$ cat src/rtl/eth_tx_line_pkg.sv
// Shared state encoding and 20 MHz timing defaults for the 10BASE-T transmit line coder.
package eth_tx_pkg;

   typedef enum logic [2:0] {
      IDLE  = 3'd0,
      HALF1 = 3'd1,
      HALF2 = 3'd2,
      TPIDL = 3'd3,
      NLP   = 3'd4
   } tx_state_e;

   localparam int DEF_TP_IDL_LEN = 5;       // 250 ns
   localparam int DEF_NLP_LEN    = 2;       // 100 ns
   localparam int DEF_NLP_PERIOD = 320000;  // 16 ms
   localparam int DEF_NLP_W      = 19;

endpackage

$ cat src/rtl/eth_tx_line_if.sv
// NRZ bit handshake between the serial frame generator (master) and the line coder (slave).
interface eth_tx_line_if;

   logic tx_en;
   logic tx_bit;
   logic tx_bit_rd;

   modport master (output tx_en, output tx_bit, input tx_bit_rd);
   modport slave  (input tx_en, input tx_bit, output tx_bit_rd);

endinterface

$ cat src/rtl/eth_tx_line_nlp_timer.sv
// Link-pulse timer: idle-interval counter plus pulse-length counter.
// Present only when ETH_TX_LINE_NLP_EN is defined.
`ifdef ETH_TX_LINE_NLP_EN
module eth_nlp_timer #(
   parameter int NLP_LEN    = 2,
   parameter int NLP_PERIOD = 320000,
   parameter int NLP_W      = 19
) (
   input  logic clk,
   input  logic rst,
   input  logic idle,
   input  logic clear,
   output logic nlp_fire
);

   localparam int PLS_W = (NLP_LEN > 1) ? $clog2(NLP_LEN) : 1;
   localparam logic [NLP_W-1:0] IVL_LAST = NLP_W'(NLP_PERIOD - 1);
   localparam logic [PLS_W-1:0] PLS_LAST = PLS_W'(NLP_LEN - 1);

   logic [NLP_W-1:0] ivl_q, ivl_d;
   logic [PLS_W-1:0] pls_q, pls_d;
   logic             act_q, act_d;
   logic             start;

   // nlp_fire requests the pulse from IDLE and stays high until its last cycle
   assign start    = idle && (ivl_q == IVL_LAST);
   assign nlp_fire = start || (act_q && (pls_q != PLS_LAST));

   always_comb begin
      ivl_d = ivl_q;
      pls_d = pls_q;
      act_d = act_q;
      if (clear) begin
         ivl_d = '0;
         pls_d = '0;
         act_d = 1'b0;
      end else begin
         if (!idle || start) ivl_d = '0;
         else                ivl_d = ivl_q + NLP_W'(1);
         if (start) begin
            act_d = 1'b1;
            pls_d = '0;
         end else if (act_q) begin
            if (pls_q == PLS_LAST) begin
               act_d = 1'b0;
               pls_d = '0;
            end else begin
               pls_d = pls_q + PLS_W'(1);
            end
         end
      end
   end

   always_ff @(posedge clk or posedge rst) begin
      if (rst) begin
         ivl_q <= '0;
         pls_q <= '0;
         act_q <= 1'b0;
      end else begin
         ivl_q <= ivl_d;
         pls_q <= pls_d;
         act_q <= act_d;
      end
   end

endmodule
`endif

$ cat src/rtl/eth_tx_line.sv
// 10BASE-T Manchester line coder with TP_IDL tail; link pulses while idle when
// ETH_TX_LINE_NLP_EN is defined.
module eth_tx_line
   import eth_tx_pkg::*;
#(
   parameter int TP_IDL_LEN = DEF_TP_IDL_LEN
`ifdef ETH_TX_LINE_NLP_EN
   ,
   parameter int NLP_LEN    = DEF_NLP_LEN,
   parameter int NLP_PERIOD = DEF_NLP_PERIOD,
   parameter int NLP_W      = DEF_NLP_W
`endif
) (
   input  logic         clk,
   input  logic         rst,
   eth_tx_line_if.slave tx_if,
   output logic         td_p,
   output logic         td_n,
   output logic         tx_busy
);

   localparam int TL_W = (TP_IDL_LEN > 1) ? $clog2(TP_IDL_LEN) : 1;
   localparam logic [TL_W-1:0] TL_LAST = TL_W'(TP_IDL_LEN - 1);

   tx_state_e       state_q;
   logic            bit_q;
   logic [TL_W-1:0] tail_q;
   logic            td_p_q, td_n_q, busy_q;

   assign td_p    = td_p_q;
   assign td_n    = td_n_q;
   assign tx_busy = busy_q;

   // A bit is only accepted at the start of a bit period
   assign tx_if.tx_bit_rd = ((state_q == IDLE) || (state_q == HALF2)) && tx_if.tx_en;

`ifdef ETH_TX_LINE_NLP_EN
   logic nlp_fire;
   logic nlp_idle;
   logic nlp_clear;

   assign nlp_idle  = (state_q == IDLE) && !tx_if.tx_en;
   assign nlp_clear = state_q inside {HALF1, HALF2, TPIDL};

   eth_nlp_timer #(
      .NLP_LEN    (NLP_LEN),
      .NLP_PERIOD (NLP_PERIOD),
      .NLP_W      (NLP_W)
   ) u_nlp (
      .clk      (clk),
      .rst      (rst),
      .idle     (nlp_idle),
      .clear    (nlp_clear),
      .nlp_fire (nlp_fire)
   );
`endif

   always_ff @(posedge clk or posedge rst) begin
      if (rst) begin
         state_q <= IDLE;
         bit_q   <= 1'b0;
         tail_q  <= '0;
         td_p_q  <= 1'b0;
         td_n_q  <= 1'b0;
         busy_q  <= 1'b0;
      end else begin
         case (state_q)
            IDLE: begin
               if (tx_if.tx_en) begin
                  state_q <= HALF1;
                  bit_q   <= tx_if.tx_bit;
                  td_p_q  <= ~tx_if.tx_bit;
                  td_n_q  <= tx_if.tx_bit;
                  busy_q  <= 1'b1;
               end
`ifdef ETH_TX_LINE_NLP_EN
               else if (nlp_fire) begin
                  state_q <= NLP;
                  td_p_q  <= 1'b1;
                  td_n_q  <= 1'b0;
               end
`endif
            end
            HALF1: begin
               state_q <= HALF2;
               td_p_q  <= bit_q;
               td_n_q  <= ~bit_q;
            end
            HALF2: begin
               if (tx_if.tx_en) begin
                  state_q <= HALF1;
                  bit_q   <= tx_if.tx_bit;
                  td_p_q  <= ~tx_if.tx_bit;
                  td_n_q  <= tx_if.tx_bit;
               end else begin
                  state_q <= TPIDL;
                  tail_q  <= '0;
                  td_p_q  <= 1'b1;
                  td_n_q  <= 1'b0;
               end
            end
            TPIDL: begin
               if (tail_q == TL_LAST) begin
                  state_q <= IDLE;
                  td_p_q  <= 1'b0;
                  td_n_q  <= 1'b0;
                  busy_q  <= 1'b0;
               end else begin
                  tail_q <= tail_q + TL_W'(1);
               end
            end
`ifdef ETH_TX_LINE_NLP_EN
            NLP: begin
               if (!nlp_fire) begin
                  state_q <= IDLE;
                  td_p_q  <= 1'b0;
                  td_n_q  <= 1'b0;
               end
            end
`endif
            default: begin
               state_q <= IDLE;
               td_p_q  <= 1'b0;
               td_n_q  <= 1'b0;
               busy_q  <= 1'b0;
            end
         endcase
      end
   end

endmodule

$ cat src/flat_wrapper.sv
// flat-port wrapper written by rule: the top's interface ports become plain ports
module eth_tx_line_flat import eth_tx_pkg::*;
#(
   parameter int TP_IDL_LEN = DEF_TP_IDL_LEN

)
  (clk, rst, td_p, td_n, tx_busy, tx_if_tx_en, tx_if_tx_bit, tx_if_tx_bit_rd);
  eth_tx_line_if tx_if_i ();
  input  logic clk;
  input  logic rst;
  output logic td_p;
  output logic td_n;
  output logic tx_busy;
  input wire logic [$bits(tx_if_i.tx_en)-1:0] tx_if_tx_en;
  input wire logic [$bits(tx_if_i.tx_bit)-1:0] tx_if_tx_bit;
  output wire logic [$bits(tx_if_i.tx_bit_rd)-1:0] tx_if_tx_bit_rd;
  assign tx_if_i.tx_en = tx_if_tx_en;
  assign tx_if_i.tx_bit = tx_if_tx_bit;
  assign tx_if_tx_bit_rd = tx_if_i.tx_bit_rd;
  eth_tx_line #(.TP_IDL_LEN(TP_IDL_LEN)) u_core (.clk(clk), .rst(rst), .tx_if(tx_if_i), .td_p(td_p), .td_n(td_n), .tx_busy(tx_busy));
endmodule
$ cat config.mk
export PLATFORM = sky130hd
export DESIGN_NAME = eth_tx_line_flat
export DESIGN_NICKNAME = d
export VERILOG_FILES = /design/src/rtl/eth_tx_line_pkg.sv /design/src/rtl/eth_tx_line_if.sv /design/src/rtl/eth_tx_line_nlp_timer.sv /design/src/rtl/eth_tx_line.sv /design/src/flat_wrapper.sv
export SDC_FILE = /design/constraint.sdc
export NUM_CORES = 1
export LEC_CHECK = 0
export BUFFER_PORTS_ARGS = -buffer_cell sky130_fd_sc_hd__buf_2
export CAP_MARGIN = 20
export CORE_MARGIN = 1
export CORE_UTILIZATION = 35
export DETAILED_ROUTE_END_ITERATION = 10
export HOLD_SLACK_MARGIN = 0.15
export PLACE_DENSITY = 0.62
export SLEW_MARGIN = 20
export SYNTH_ARGS = -nofsm -noshare
export SYNTH_HDL_FRONTEND = slang
export SYNTH_SLANG_ARGS = --single-unit
$ cat constraint.sdc
create_clock -name clk -period 1.85 [get_ports clk]
set_clock_uncertainty 0.05 [all_clocks]
set_input_delay 0.185 -clock clk [delete_from_list [all_inputs] [get_ports clk]]
set_output_delay 0.185 -clock clk [all_outputs]
set_load 0.1 [all_outputs]
==> impl_metrics.tcl, run 1 <==
set metrics [dict create \
    start_kind "flop" \
    finalMaxSlewViolations 0 \
    clock.fmax_mhz 569 \
    rsz0062_at_grt "false" \
    synth_top_family_by_area "compound AO/OA/AOI/OAI gates" \
    via_per_inst 5.30 \
    finalSetupViolations 0 \
    diodes 0 \
    topRoutingLayerUsed "met4" \
    synth_top_area_cell "dfrtp_1" \
    area_delta_synth_final_pct 24.6 \
    post-route-util 0.479 \
    grt_pass1_vias 456 \
    worst_setup_path_end_kind "primary output" \
    row_count 14 \
    worstPathMaxFanout 3 \
    fin_area_um2 747 \
    critPathKind "reg -> out" \
    syn_nets 70 \
    syn_inst 59 \
    clkLatencyLatePin_ns 0.26 \
    ys_ff_latch 9 \
    violations "design-rule violations" \
    status "finished, violations left" \
    r2r_slack_ns 0.18 \
    cts_tree "done" \
    initial_utilization 0.384 \
    antenna_left 0 \
    grt_pass1_wl_mm 2.01 \
    yosysUniqueCellTypes 28 \
    synth-simple-area-share 0.144 \
    cts_buffers 3 \
    synthTopCellsByCount "dfrtp_1, ha_1, inv_1, nand2_1, a22o_1" \
    fin_crit_sh 0.949 \
    synth.most_common_cell "dfrtp_1" \
    final_cells 91 \
    r2r_cells 6 \
    tns_ns 0 \
    gp_congestion 0.778 \
    vias 482 \
    critPathRequiredTime_ns 1.62 \
    die_h_um 43.4 \
    synth_edf_count 0 \
    hold_viol 0 \
    synth_mux_area_frac 0.0856 \
    synth_fa_ha_area_frac 0.146 \
    drt_iter0_drc 9 \
    netlist_area_um2 599 \
    grt_usage 0.147 \
    overflow 0 \
    antenna_found_initial 0 \
    core_area_um2 1560 \
    clk_pin_slew_worst_paths_ns 0.06 \
    nNetsFinal 87 \
    synthXorXnorAreaFrac 0 \
    drt-pass1-iter-count 7 \
    grt_max_degree 12 \
    hp-start "tx_if_tx_en" \
    synth_top_area_frac 0.376 \
    final_layout_size_suffix_gt1_frac 0.307 \
    route.met2.wl_um 500 \
    wire_per_inst_um 12.6 \
    cts_max_level 1 \
    yosysWarnings 0 \
    hold_depth 3 \
    holdPathEnd "u_core.tail_q[1]$_DFFE_PP0P_" \
    hold_class "in -> reg" \
    dp_hpwl_um 836 \
    synth_compound_area_frac 0.198 \
    placed_cell_area_um2 673 \
    cts.sinks 9 \
    wl_met3_um 54 \
    async_reset_ff_frac 1.00 \
    die_x_um 43.4 \
    reg2reg_from "u_core.state_q[1]$_DFFE_PP0P_" \
    fin_crit_ns 1.76 \
    r2r_end "u_core.bit_q$_DFFE_PP0P_" \
    yosysSeqAreaShare 0.376 \
    dpl.cell_count 82 \
    maxCapViolations 0 \
    clockRootBuffer "clkbuf_4" \
    numPortBuffers 7 \
    relSlewSlack 0.676 \
    synthFlopType "dfrtp_1" \
    drc 2 \
    avgSynthCellArea_um2 10.2 \
    io_pins 8 \
    dieArea_um2 1880 \
    yosys-top-cells-area "dfrtp_1, ha_1, mux2_4" \
    wl_met1_um 586 \
    arrival_ns 1.52 \
    tightest_slew_ns 0.489 \
    clockBufferDepth 2 \
    wirelength_mm 1.15 \
]
[timing repair]
action,4_1_cts,5_1_grt
endpoints found under the hold margin,10,0
setup endpoints to repair,1,1
resized for setup,0,2
buffers inserted,2,1
gates cloned,0,0
hold buffers,2,0
[per-layer routing]
| layer | track usage | vias to the layer above |
|---|---|---|
| li1 | - | 241 |
| met1 | 0.202 | 232 |
| met2 | 0.206 | 7 |
| met3 | 0.0750 | 2 |
| met4 | 0.0375 | 0 |
| met5 | 0 | - |
[flip-flops by register name (all words and copies together), names as in the netlist]
name / count
u_core.td_n: 1
u_core.state_q: 2
u_core.td_p: 1
u_core.bit_q: 1
u_core.tx_busy: 1
u_core.tail_q: 3
[worst max path at each step]
stage	startpoint	end	slack (ns)	cells past startpoint
detailed placement	u_core.state_q[0]$_DFFE_PP0P_	u_core.bit_q$_DFFE_PP0P_	0.19	5
finish	u_core.state_q[1]$_DFFE_PP0P_	tx_if_tx_bit_rd	0.09	5
global placement	u_core.state_q[0]$_DFFE_PP0P_	u_core.bit_q$_DFFE_PP0P_	0.21	5
floorplan	u_core.state_q[0]$_DFFE_PP0P_	u_core.bit_q$_DFFE_PP0P_	0.08	5
global route	u_core.state_q[1]$_DFFE_PP0P_	tx_if_tx_bit_rd	0.04	5
CTS	u_core.state_q[1]$_DFFE_PP0P_	tx_if_tx_bit_rd	0.03	5
[kinds of logic (layout without fill, tap and decap cells)]
logic type                 after synthesis  after routing
AOI/OAI and AO/OA                       16             16
adders and majority gates                7              7
buffers and inverters                    8             24
DFF                                      9              9
muxes                                    4              4
and+or+nand+nor                         15             15
[final cells by class]
class | instances | area (µm²)
Clock buffer | 4 | 26.3
Multi-Input combinational cell | 42 | 349
Fill cell | 143 | 812
Sequential cell | 9 | 225
Timing Repair Buffer | 13 | 100
Inverter | 7 | 26.3
Tap cell | 16 | 20.0
[placed cells by master (no fill, tap or decap)]
master / Yosys / final
a211o_1: 2 / 2
a21o_2: 1 / 1
a21oi_1: 2 / 2
a22o_1: 3 / 3
a31oi_1: 1 / 1
a32oi_1: 1 / 1
and2_4: 1 / 1
and4_2: 1 / 1
buf_12: 0 / 1
buf_2: 0 / 6
buf_4: 0 / 4
clkbuf_1: 1 / 1
clkbuf_4: 0 / 3
dfrtp_1: 9 / 9
dlygate4sd3_1: 0 / 2
ha_1: 7 / 6
ha_2: 0 / 1
inv_1: 7 / 7
mux2_2: 1 / 1
mux2_4: 2 / 2
mux2i_1: 1 / 1
nand2_1: 4 / 4
nand2_2: 1 / 1
nand2b_1: 1 / 1
nand3_1: 1 / 1
nand4b_1: 1 / 1
nor2_1: 2 / 2
nor2b_1: 2 / 2
o21ai_0: 2 / 2
o21bai_1: 1 / 1
o221ai_1: 1 / 1
o22ai_1: 1 / 1
o2bb2ai_1: 1 / 1
or2_4: 0 / 1
[through the flow]
stage | hold slack, ns | worst slack (ns)
2_1_floorplan | -0.0371 | 0.0790
3_3_place_gp | 0.119 | 0.213
3_5_place_dp | 0.117 | 0.192
4_1_cts | 0.293 | 0.0292
5_1_grt | 0.316 | 0.0357
6_report | 0.295 | 0.0936
[critical path, cell delays in order (launching register included)]
cell and delay [ns]:
dfrtp_1 0.37, buf_4 0.14, ha_1 0.18, or2_4 0.23, and2_4 0.17, buf_12 0.16
Power of run 1 is left out: the tool's default activity adds up to more than one toggle a clock period on the data nets, which glitch-free logic cannot reach.
==> run 2: changes to the inputs <==
- CTS_BUF_LIST: default -> sky130_fd_sc_hd__clkbuf_8
==> run 2 against run 1 <==
- wire length is 1.8% lower
- global-route usage is 0.17 points lower
- maximum frequency fell by 2.0%
- sequential cell count did not move
- hold slack worse by 0.11 ns
- largest cell class unchanged
- critical endpoint unchanged
- count of clock-buffer cells in the layout decreased by 1
- cell count decreased by 2.2%
- worst setup slack worse by 0.035 ns
- via count shrank 4.4%
- non-clock buffer count down 2
- sequential share of layout area rose by 0.051 points
- highest routed layer unchanged
- the flow still finishes with violations (design-rule violations)
==> impl_metrics.tcl, run 2 (synthesis results as in run 1) <==
set metrics [dict create \
    status "finished, violations left" \
    violations "design-rule violations" \
    cts_max_level 1 \
    fillers 141 \
    grt_max_degree 12 \
    hold_class "in -> reg" \
    critPathMaxStageDelay_ns 0.37 \
    grt_usage 0.146 \
    rsz0062_at_grt "false" \
    wirelength_mm 1.13 \
    cts_buffers 3 \
    nNetsFinal 85 \
    critPathRequiredTime_ns 1.62 \
    clock.fmax_mhz 558 \
    clkLatencyLatePin_ns 0.23 \
    largest_reg_flops 3 \
    vias 461 \
    tns_ns 0 \
    regMostFlops "u_core.tail_q" \
    wire_per_inst_um 12.7 \
    via_per_inst 5.18 \
    grt_pass1_vias 449 \
    antenna_found_initial 0 \
    final_layout_size_suffix_gt1_frac 0.301 \
    drc 2 \
    maxCapViolations 0 \
    crit_slowest_cell "dfrtp_1" \
    tightest_slew_ns 0.489 \
    finalSetupViolations 0 \
    area_delta_synth_final_pct 24.4 \
    cp_cell_sequence "buf_4 -> ha_1 -> or2_2 -> and2_4 -> buf_12" \
    hold_viol 0 \
    start_kind "flop" \
    final_common_cell "dfrtp_1" \
    numPortBuffers 7 \
    core_area_um2 1560 \
    antenna_left 0 \
    regArea_um2 225 \
    fin_crit_sh 0.969 \
    relSlewSlack 0.676 \
    row_count 14 \
    dp_hpwl_um 836 \
    initial_utilization 0.384 \
    drt-pass1-iter-count 7 \
    finalMaxSlewViolations 0 \
    diodes 0 \
    worstPathMaxFanout 3 \
    overflow 0 \
    clockBufferDepth 2 \
    gp_congestion 0.778 \
    clk_pin_slew_worst_paths_ns 0.04 \
    fin_crit_ns 1.79 \
    cts_tree "done" \
    critPathKind "reg -> out" \
    multi_input_comb_area_um2 347 \
    arrival_ns 1.56 \
    dieArea_um2 1880 \
    cts.sinks 9 \
    die_x_um 43.4 \
    grt_pass1_wl_mm 1.99 \
    drt_iter0_drc 10 \
    reg_top3 "u_core.tail_q x3, u_core.state_q x2" \
    worst_setup_path_end_kind "primary output" \
    clockRootBuffer "clkbuf_8" \
    die_h_um 43.4 \
    io_pins 8 \
    final_cell_mix "dfrtp_1, inv_1, ha_1, buf_2, nand2_1" \
]
run 2: changes by cell type in the layout (fill, tap and decap cells not counted), sizes merged:
| cell | change |
|---|---|
| clkbuf | -1 |
| dlygate4sd3 | -1 |
| inv | +1 |
| buf | -1 |
run 2: critical path: cells and delay by family, from the launching register on:
family	cells	cell delay (ns)
and+or+nand+nor	2	0.47
adders and majority gates	1	0.18
DFF	1	0.37
buffers and inverters	2	0.30
run 2: timing repair:
action	4_1_cts	5_1_grt
hold buffers	1	0
gates resized for setup	0	1
hold endpoints to repair	9	0
setup endpoints to repair	1	1
buffers inserted	1	1
run 2: worst paths after layout:
kind	startpoint	to	slack, ns	cells after the start
setup / recovery	u_core.state_q[1]$_DFFE_PP0P_	tx_if_tx_bit_rd	0.06	5
setup reg to reg	u_core.state_q[1]$_DFFE_PP0P_	u_core.bit_q$_DFFE_PP0P_	0.23	5
min in group asynchronous	rst	u_core.td_n$_DFFE_PP0P_	0.41	3
max in group asynchronous	rst	u_core.tx_busy$_DFFE_PP0P_	1.07	3
hold reg to reg	u_core.td_p$_DFFE_PP0P_	u_core.td_p$_DFFE_PP0P_	0.44	1
hold / removal	tx_if_tx_bit	u_core.bit_q$_DFFE_PP0P_	0.18	2
run 2: through the flow:
| step | hold slack, ns | util | cells | setup slack (ns) | area (µm²) |
|---|---|---|---|---|---|
| final | 0.182 | 0.478 | 89 | 0.0582 | 746 |
| after CTS | 0.180 | 0.472 | 88 | 0.0122 | 736 |
| after detailed placement | 0.117 | 0.432 | 82 | 0.192 | 673 |
| after global placement | 0.119 | 0.432 | 82 | 0.213 | 673 |
| after floorplan | -0.0371 | - | 59 | 0.0790 | 599 |
| after global routing | 0.184 | 0.478 | 89 | 0.0156 | 746 |
run 2: layer usage:
layer | GRT usage | vias up | wire [µm]
li1 | - | 237 | -
met4 | 0.0375 | 0 | 6
met2 | 0.197 | 7 | 476
met3 | 0.0750 | 2 | 46
met1 | 0.205 | 215 | 596
met5 | 0 | - | 0
run 2: cell type report:
class,instances,area share
timing repair buffer,11,0.111
inverter,7,0.0352
sequential,9,0.302
clock inverter,1,0.00503
clock buffer,3,0.0554
multi-input combinational,42,0.465
tap,16,0.0268
Power of run 2 is left out for the same reason.
